===== src/rtl/tile_fetch_if.sv =====
// rtl/tile_fetch_if.sv - read bus between the tile prefetcher and memory
interface tile_fetch_if;
  logic        mem_req;
  logic [15:0] mem_addr;
  logic        mem_ack;
  logic [7:0]  mem_rdata;

  modport master (output mem_req, mem_addr, input mem_ack, mem_rdata);
  modport slave  (input mem_req, mem_addr, output mem_ack, mem_rdata);
endinterface


===== src/rtl/tile_fetch.sv =====
// rtl/tile_fetch.sv - tile-row prefetcher feeding a double-buffered tile renderer
// Optional TILE_FETCH_UNDERRUN_EN: a late fetch sets a sticky underrun flag instead of being aborted.
module tile_fetch #(
  parameter logic [9:0] FETCH_COL = 10'd160,
  parameter logic [8:0] LAST_ROW  = 9'd479
) (
  input  logic         clk_i,
  input  logic         rst_i,
  input  logic [8:0]   row_i,
  input  logic [9:0]   col_i,
  tile_fetch_if.master bus,
  output logic [7:0]   tile_ROM_addr_o,
  output logic [5:0]   palette_ROM_addr_o,
  output logic         fetch_busy_o,
  output logic         underrun_o
);
  typedef enum logic [2:0] {IDLE, RD_TILE, RD_PAL, ADV, DONE} state_t;

  state_t      state_q, state_d;
  logic [3:0]  c_q, c_d;
  logic [3:0]  tgt_q, tgt_d;
  logic        req_q, req_d;
  logic [15:0] addr_q, addr_d;
  logic        ready_q, ready_d;
  logic [7:0]  back_tile_q  [16];
  logic [5:0]  back_pal_q   [16];
  logic [7:0]  front_tile_q [16];
  logic [5:0]  front_pal_q  [16];
  logic [7:0]  tile_q;
  logic [5:0]  pal_q;
  logic        cap_tile, cap_pal, do_swap;
  logic        trigger, swap_pt, displayed;
  logic [3:0]  trig_tgt;
  logic [8:0]  offset;
`ifdef TILE_FETCH_UNDERRUN_EN
  logic        underrun_q, underrun_d;
`endif

  assign trigger   = (col_i == FETCH_COL) &&
                     (((row_i[2:0] == 3'd7) && (row_i < 9'd120)) || (row_i == LAST_ROW));
  assign trig_tgt  = (row_i == LAST_ROW) ? 4'd0 : row_i[6:3] + 4'd1;
  assign swap_pt   = (col_i == 10'd0) && (row_i[2:0] == 3'd0) && (row_i < 9'd128);
  assign displayed = (row_i < 9'd128) && (col_i < 10'd128);
  assign offset    = {tgt_q, 5'b0} + {5'b0, c_q};

  always_comb begin
    state_d  = state_q;
    c_d      = c_q;
    tgt_d    = tgt_q;
    req_d    = req_q;
    addr_d   = addr_q;
    ready_d  = ready_q;
    cap_tile = 1'b0;
    cap_pal  = 1'b0;
    do_swap  = 1'b0;
`ifdef TILE_FETCH_UNDERRUN_EN
    underrun_d = underrun_q;
`endif
    // Each read raises req for one fresh cycle, so the cycle after an ack is always idle on the bus.
    case (state_q)
      IDLE: begin
        if (trigger) begin
          state_d = RD_TILE;
          c_d     = 4'd0;
          tgt_d   = trig_tgt;
        end
      end
      RD_TILE: begin
        if (!req_q) begin
          req_d  = 1'b1;
          addr_d = 16'h4000 + {7'b0, offset};
        end else if (bus.mem_ack) begin
          req_d    = 1'b0;
          cap_tile = 1'b1;
          state_d  = RD_PAL;
        end
      end
      RD_PAL: begin
        if (!req_q) begin
          req_d  = 1'b1;
          addr_d = 16'h4400 + {7'b0, offset};
        end else if (bus.mem_ack) begin
          req_d   = 1'b0;
          cap_pal = 1'b1;
          state_d = ADV;
        end
      end
      ADV: begin
        if (c_q == 4'd15) begin
          state_d = DONE;
          ready_d = 1'b1;
        end else begin
          c_d     = c_q + 4'd1;
          state_d = RD_TILE;
        end
      end
      DONE: ;
      default: state_d = IDLE;
    endcase

    if (swap_pt) begin
      if (ready_q) begin
        do_swap = 1'b1;
        ready_d = 1'b0;
        state_d = IDLE;
      end else begin
`ifdef TILE_FETCH_UNDERRUN_EN
        underrun_d = 1'b1;
`else
        state_d  = IDLE;
        req_d    = 1'b0;
        cap_tile = 1'b0;
        cap_pal  = 1'b0;
`endif
      end
    end
  end

  always_ff @(posedge clk_i) begin
    if (rst_i) begin
      state_q <= IDLE;
      c_q     <= 4'd0;
      tgt_q   <= 4'd0;
      req_q   <= 1'b0;
      addr_q  <= 16'h0000;
      ready_q <= 1'b0;
      tile_q  <= 8'h00;
      pal_q   <= 6'h00;
      for (int i = 0; i < 16; i++) begin
        back_tile_q[i]  <= 8'h00;
        back_pal_q[i]   <= 6'h00;
        front_tile_q[i] <= 8'h00;
        front_pal_q[i]  <= 6'h00;
      end
    end else begin
      state_q <= state_d;
      c_q     <= c_d;
      tgt_q   <= tgt_d;
      req_q   <= req_d;
      addr_q  <= addr_d;
      ready_q <= ready_d;
      if (cap_tile) back_tile_q[c_q] <= bus.mem_rdata;
      if (cap_pal)  back_pal_q[c_q]  <= bus.mem_rdata[5:0];
      if (do_swap) begin
        for (int i = 0; i < 16; i++) begin
          front_tile_q[i] <= back_tile_q[i];
          front_pal_q[i]  <= back_pal_q[i];
        end
      end
      tile_q <= displayed ? front_tile_q[col_i[6:3]] : 8'h00;
      pal_q  <= displayed ? front_pal_q[col_i[6:3]]  : 6'h00;
    end
  end

`ifdef TILE_FETCH_UNDERRUN_EN
  always_ff @(posedge clk_i) begin
    if (rst_i) underrun_q <= 1'b0;
    else       underrun_q <= underrun_d;
  end
  assign underrun_o = underrun_q;
`else
  assign underrun_o = 1'b0;
`endif

  assign bus.mem_req        = req_q;
  assign bus.mem_addr       = addr_q;
  assign tile_ROM_addr_o    = tile_q;
  assign palette_ROM_addr_o = pal_q;
  assign fetch_busy_o       = (state_q == RD_TILE) || (state_q == RD_PAL) || (state_q == ADV);
endmodule


===== src/flat_wrapper.sv =====
// flat-port wrapper written by rule: the top's interface ports become plain ports
module tile_fetch_flat 
#(
  parameter logic [9:0] FETCH_COL = 10'd160,
  parameter logic [8:0] LAST_ROW  = 9'd479
)
  (clk_i, rst_i, row_i, col_i, tile_ROM_addr_o, palette_ROM_addr_o, fetch_busy_o, underrun_o, bus_mem_req, bus_mem_addr, bus_mem_ack, bus_mem_rdata);
  tile_fetch_if bus_i ();
  input  logic clk_i;
  input  logic rst_i;
  input  logic [8:0] row_i;
  input  logic [9:0] col_i;
  output logic [7:0] tile_ROM_addr_o;
  output logic [5:0] palette_ROM_addr_o;
  output logic fetch_busy_o;
  output logic underrun_o;
  output wire logic [$bits(bus_i.mem_req)-1:0] bus_mem_req;
  output wire logic [$bits(bus_i.mem_addr)-1:0] bus_mem_addr;
  input wire logic [$bits(bus_i.mem_ack)-1:0] bus_mem_ack;
  input wire logic [$bits(bus_i.mem_rdata)-1:0] bus_mem_rdata;
  assign bus_mem_req = bus_i.mem_req;
  assign bus_mem_addr = bus_i.mem_addr;
  assign bus_i.mem_ack = bus_mem_ack;
  assign bus_i.mem_rdata = bus_mem_rdata;
  tile_fetch #(.FETCH_COL(FETCH_COL), .LAST_ROW(LAST_ROW)) u_core (.clk_i(clk_i), .rst_i(rst_i), .row_i(row_i), .col_i(col_i), .bus(bus_i), .tile_ROM_addr_o(tile_ROM_addr_o), .palette_ROM_addr_o(palette_ROM_addr_o), .fetch_busy_o(fetch_busy_o), .underrun_o(underrun_o));
endmodule

===== config.mk =====
export PLATFORM = sky130hd
export DESIGN_NAME = tile_fetch_flat
export DESIGN_NICKNAME = d
export VERILOG_FILES = /design/src/rtl/tile_fetch_if.sv /design/src/rtl/tile_fetch.sv /design/src/flat_wrapper.sv
export SDC_FILE = /design/constraint.sdc
export NUM_CORES = 1
export LEC_CHECK = 0
export ABC_AREA = 0
export CORE_UTILIZATION = 50
export DETAILED_ROUTE_END_ITERATION = 10
export PLACE_DENSITY = 0.74
export SLEW_MARGIN = 20
export SYNTH_ARGS = -nofsm -noshare
export SYNTH_HDL_FRONTEND = slang
export SYNTH_SLANG_ARGS = --single-unit

===== constraint.sdc =====
create_clock -name clk_i -period 64.5 [get_ports clk_i]
set_input_delay 9.675 -clock clk_i [delete_from_list [all_inputs] [get_ports clk_i]]
set_output_delay 9.675 -clock clk_i [all_outputs]
set_load 0.005 [all_outputs]

Yosys cells after proc, flatten, opt, wreduce, memory -nomap -nowiden:

Memories as Yosys holds them, arrays and structs flattened. A register that Yosys moved wholly into a read port is not among the register bits.
Cells that the tools add are included.

* add/subtract/negate cells: 5
* magnitude comparators: 3
* equality and inequality tests: 16
* multiplexer cells: 82
* bitwise logic cells: 34
* reductions and logical operators: 22

Operator list (count)
* $mux 8: 17
* $mux 6: 17
* $add 15x9->16 const A: 2
* $mux 1: 32
* $mux 16: 2
* $or 1x1->1: 32
* $pmux 16 s2: 1
* $mux 4: 5
* $mux 3: 6
* $pmux 3 s5: 1
* $eq 10x8->1 const B: 1
* $logic_not 10->1: 1
* $lt 10x8->1 const B: 1
* $ne 2x2->1 const B: 5
* $add 9x4->9: 1
* $eq 9x9->1 const B: 1
* $lt 9x7->1 const B: 1
* $lt 9x8->1 const B: 1
* $add 4x1->4 const B: 2
* $pmux 4 s2: 1
* $reduce_or 8->1: 1
* $eq 3x2->1 const B: 2
* $eq 3x3->1 const B: 2
* $logic_not 3->1: 2
* other kinds (12): 25

* bits in registers: 29
* bits in writable memories: 448
* input port bits: 30
* output and inout port bits: 33
* logic and storage cells: 172
* memories kept: 4

Memory list
* u_core.back_tile_q: words 16, width 8, read ports 16, clocked after Yosys merged registers in 0, wr ports 16, line tile_fetch.sv:25 `logic [7:0] back_tile_q [16];`
* u_core.front_tile_q: words 16, width 8, read ports 1, clocked after Yosys merged registers in 1, wr ports 16, line tile_fetch.sv:27 `logic [7:0] front_tile_q [16];`
* u_core.back_pal_q: words 16, width 6, read ports 16, clocked after Yosys merged registers in 0, wr ports 16, line tile_fetch.sv:26 `logic [5:0] back_pal_q [16];`
* u_core.front_pal_q: words 16, width 6, read ports 1, clocked after Yosys merged registers in 1, wr ports 16, line tile_fetch.sv:28 `logic [5:0] front_pal_q [16];`

Logic depth before layout (Yosys ltp):

* word-level depth: 10
* depth in mapped cells: 7
* mapped depth without buffers: 5

Worst setup path after synthesis:

OpenSTA, ideal clock, no wires.

* path kind: input-to-reg
* from: in col_i[3]
* to: mem u_core.front_pal_q[0][0], enable pin
* data arrival time: 26040 ps
* setup slack: 37342 ps
* cell stages on the path: 4
* path buffers: 1
* cell sequence: nor4_2 nand4_2 buf_2 o21ai_0

RTL lines
* start: declaration: line flat_wrapper.sv:12 `input logic [9:0] col_i;`
* end: declaration: line tile_fetch.sv:28

==> impl_results.md <==
- Status: completed
- Area grow syn2layout: 11.49%
- Share of the cycle needed by the critical path after routing: 21.46%
- Worst flop-to-flop path endpoint: u_core.front_tile_q[6][2]$_SDFFCE_PN0P_
- Category of the most critical setup path: in -> reg
- Transition time of the tightest slew-check pin: 1.111 ns
- Wire length after detailed routing: 46800 um
- Yosys cell types: 55
- DP Cell Count: 1840
- Antenna cells: 0
- Yosys Warn Count: 0
- Count of flip-flops with a built-in enable after synthesis: 448
- Setup tns final: 0 ns
- Relative slew margins: 25.60%
- GRT overflow: 0
- Slack of the worst reg-to-reg path: 61.41 ns
- RR Startpoint: u_core.ready_q$_SDFF_PP0_
- Reported leakage power: 7.448 nW
- Pwr Density: 28.78 mW/mm2
- Clock buffer count from CTS: 47
- Number of DRC violations after detailed-routing iteration 0: 1579
- Global router's overall resource usage: 23.27%
- Initial core utilization: 51.25%
- Series of cell instances along the critical path: buf_2 > buf_4 > nor4_2 > nand4_2 > buf_4 > o21ai_4 > buf_4 > buf_4
- IR drop worst, VDD: 0.01649 mV
- X dimension of the die: 202.0 um
- Crit path capture type: flip-flop
- Class of the worst hold path: reg -> reg
- TritonCTS Sinks: 485
- Setup repair after global routing missed its margin: no
- Max Transition Viols Final: 0
- Number of cells traversed by the worst register-to-register path: 4
- Final std cell area, no fill: 0.02229 mm2
- Vias in the first global route: 11230
- Share of post-route cells with drive strength above 1: 11.66%
- Boundary pin count: 63
- Detailed-router iteration count before antenna repair: 7
- RePlAce Congestion: 0.8914
- Logic depth of the worst setup path including buffers: 8
- Clock transition at path regs: 0.06 ns
- FFs w/ async S/R, synth: 0%
- Required time at the endpoint of the critical path: 64.67 ns
- Fmax achieved: 0.07225 GHz
- Net count of the finished layout: 1406
- Max-cap violations: 0
- Hold-critical path endpoint: u_core.tgt_q[3]$_SDFFE_PP0P_
- Hold slack: 0.4638 ns
- Number of flip-flops and latches in the synthesized netlist: 485
- Number of setup buffers added after CTS: 0
- Crit path buffers/inverters: 5
- Post-Route Skew: 0.02155 ns
- Post-route core utilization: 57.14%
- Initial antenna violation count: 3
- Total met2 wirelength after detailed routing: 22020 um
- Highest metal used: met5
- Hold Startpoint: u_core.tgt_q[3]$_SDFFE_PP0P_
- Global-route wire length before repair: 68990 um
- Post-detailed-route wirelength per cell: 24.32 um
- Largest fanout on the critical path: 75
- Met3 wire length: 5200 um
- TritonCTS clock tree: built
- CTS root buf: sky130_fd_sc_hd__clkbuf_16
- Maximum level of the CTS H-tree: 2
- Die area: 0.04079 mm2
- Core box area: 0.03901 mm2
- Worst Path Arrival: 14.01 ns
- Final min period: 13.84 ns
- Vert. Die Dim: 202.0 um
- Number of placement rows: 72
- Hold Buf Count CTS: 0
- Largest delay contributor family on the critical path: buffers and inverters
- Post-route insts no fill: 1924
- Number of cells on the worst hold path: 2
- Post-layout worst setup margin: 50.66 ns
- Most used cell, CP: sky130_fd_sc_hd__buf_4
- Setup slack at placement: 50.16 ns
- Via density per instance: 5.797
- Post-CTS Resized: 0
- Stage delay of the slowest cell on the critical path: 1.03 ns
- Remaining routing DRC violations: 0
- Total power consumption of the routed design: 641.5 uW
- Final Hold Viols: 0
- Remaining antenna violation count after routing: 0
- Top_reg_cell synth: sky130_fd_sc_hd__edfxtp_1
- Maximum buffer depth of the clock tree: 3
- Number of setup violations in the final report: 0
- Crit start category: input port
- Area post-placement: 0.02085 mm2
- Post-synth top area cell: sky130_fd_sc_hd__edfxtp_1
- Hpwl dp: 30450 um
- Cell with the largest stage delay on the worst path: sky130_fd_sc_hd__nor4_2
- Portion of synthesized cell area occupied by the leading cell type: 67.29%
- Number of instances in the synthesized netlist: 1342
- Average cell area after synthesis: 14.90 um2
- Sequential fraction of the synthesis area: 71.00%
- Metal-1 WL: 17780 um
- Total via count in the routed design: 11150
- Area of the mapped netlist: 0.01999 mm2
- Synth area leaders: sky130_fd_sc_hd__edfxtp_1, sky130_fd_sc_hd__mux4_2, sky130_fd_sc_hd__nor2_1
- Count of buffers from port buffering: 55
- Pin count of the biggest net entering global routing: 110
- Worst-skew pair later-pin latency: 0.56 ns
## worst reg2reg max path, cell delays in order, from the launching register on
cell and delay [ns]:
sky130_fd_sc_hd__dfxtp_1 0.33, sky130_fd_sc_hd__inv_1 0.10, sky130_fd_sc_hd__o21ai_4 0.63, sky130_fd_sc_hd__buf_4 0.68
sky130_fd_sc_hd__buf_4 0.86
## layer usage
layer | up-vias | GRT usage (%)
met5 | - | 0
met4 | 6 | 9.037
met3 | 133 | 6.095
met2 | 601 | 36.81
met1 | 5509 | 30.91
li1 | 4904 | -
## area by class of cell
cell class / instances / area [um2]
Clock buffer: 60 / 1265
Clock inverter: 24 / 168.9
Fill cell: 2909 / 16720
Inverter: 4 / 15.01
Multi-Input combinational cell: 766 / 5369
Sequential cell: 485 / 14190
Tap cell: 518 / 648.1
Timing Repair Buffer: 67 / 629.4
## worst max-delay path by stage
stage                   from  slack, ns                                       end
floorplan           col_i[3]      37.34    u_core.front_pal_q[0][0]$_SDFFCE_PN0P_
global placement    col_i[4]      50.27   u_core.front_tile_q[2][2]$_SDFFCE_PN0P_
detailed placement  col_i[4]      50.16   u_core.front_tile_q[0][7]$_SDFFCE_PN0P_
CTS                 col_i[4]      50.75  u_core.front_tile_q[14][7]$_SDFFCE_PP0P_
global route        col_i[4]      50.42   u_core.front_tile_q[0][7]$_SDFFCE_PN0P_
finish              col_i[4]      50.66   u_core.front_tile_q[6][2]$_SDFFCE_PN0P_
## logic make-up after synthesis
family / Yosys count / share of synthesized area, %
muxes: 97 / 8.368
buffers and inverters: 97 / 2.391
xor gates and xnor gates: 2 / 0.08764
AOI/OAI and AO/OA: 89 / 3.617
and+or+nand+nor: 566 / 14.21
other: 1 / 0.01876
adders and majority gates: 5 / 0.3129
DFF: 485 / 71.00
## report_power, final
group	leakage, nW	switching, mW	total, mW	internal (mW)
Combinational	1.82	0.0157	0.0251	0.00937
Clock	0.707	0.113	0.260	0.146
Sequential	4.92	0.00324	0.357	0.353
## flip-flops by register name (all words and copies together) (netlist names)
| register | count |
|---|---|
| u_core.back_tile_q | 128 |
| u_core.front_tile_q | 128 |
| u_core.back_pal_q | 96 |
| u_core.front_pal_q | 96 |
| u_core.bus.mem_addr | 10 |
| u_core.tile_ROM_addr_o | 8 |
| u_core.palette_ROM_addr_o | 6 |
| u_core.c_q | 4 |
| u_core.tgt_q | 4 |
| u_core.state_q | 3 |
| u_core.bus.mem_req | 1 |
| u_core.ready_q | 1 |
## cell usage in the layout (no fill, tap or decap), types with 8 or more instances in the layout
master,n
sky130_fd_sc_hd__and2_1,141
sky130_fd_sc_hd__buf_4,13
sky130_fd_sc_hd__clkbuf_1,9
sky130_fd_sc_hd__clkbuf_16,47
sky130_fd_sc_hd__clkdlybuf4s50_1,51
sky130_fd_sc_hd__clkinv_1,8
sky130_fd_sc_hd__clkinv_2,11
sky130_fd_sc_hd__dfxtp_1,37
sky130_fd_sc_hd__edfxtp_1,448
sky130_fd_sc_hd__mux2i_1,40
sky130_fd_sc_hd__mux4_2,56
sky130_fd_sc_hd__nand2_1,49
sky130_fd_sc_hd__nand3_1,10
sky130_fd_sc_hd__nor2_1,246
sky130_fd_sc_hd__nor2b_1,86
sky130_fd_sc_hd__o21ai_0,18
sky130_fd_sc_hd__o21ai_1,19
sky130_fd_sc_hd__o22ai_1,14
## synthesized netlist by cell type, types with 2 or more instances
cell type	instances
sky130_fd_sc_hd__edfxtp_1	448
sky130_fd_sc_hd__nor2_1	246
sky130_fd_sc_hd__and2_1	141
sky130_fd_sc_hd__nor2b_1	86
sky130_fd_sc_hd__mux4_2	56
sky130_fd_sc_hd__nand2_1	49
sky130_fd_sc_hd__mux2i_1	40
sky130_fd_sc_hd__dfxtp_1	37
sky130_fd_sc_hd__o21ai_0	36
sky130_fd_sc_hd__clkbuf_1	35
sky130_fd_sc_hd__buf_2	34
sky130_fd_sc_hd__buf_4	17
sky130_fd_sc_hd__o22ai_1	14
sky130_fd_sc_hd__nand3_1	10
sky130_fd_sc_hd__a21oi_1	8
sky130_fd_sc_hd__a31oi_1	6
sky130_fd_sc_hd__and3_1	6
sky130_fd_sc_hd__buf_1	6
sky130_fd_sc_hd__o2111ai_4	6
sky130_fd_sc_hd__ha_1	5
sky130_fd_sc_hd__nor3_1	5
sky130_fd_sc_hd__o2111ai_2	5
sky130_fd_sc_hd__inv_1	4
sky130_fd_sc_hd__nand3b_1	3
sky130_fd_sc_hd__and3b_1	2
sky130_fd_sc_hd__nand2b_1	2
sky130_fd_sc_hd__nor4_2	2
sky130_fd_sc_hd__o211ai_2	2
sky130_fd_sc_hd__o211ai_4	2
sky130_fd_sc_hd__o21a_1	2
sky130_fd_sc_hd__o21ai_1	2
sky130_fd_sc_hd__or3b_1	2
Power figures use the tool's default switching activity.
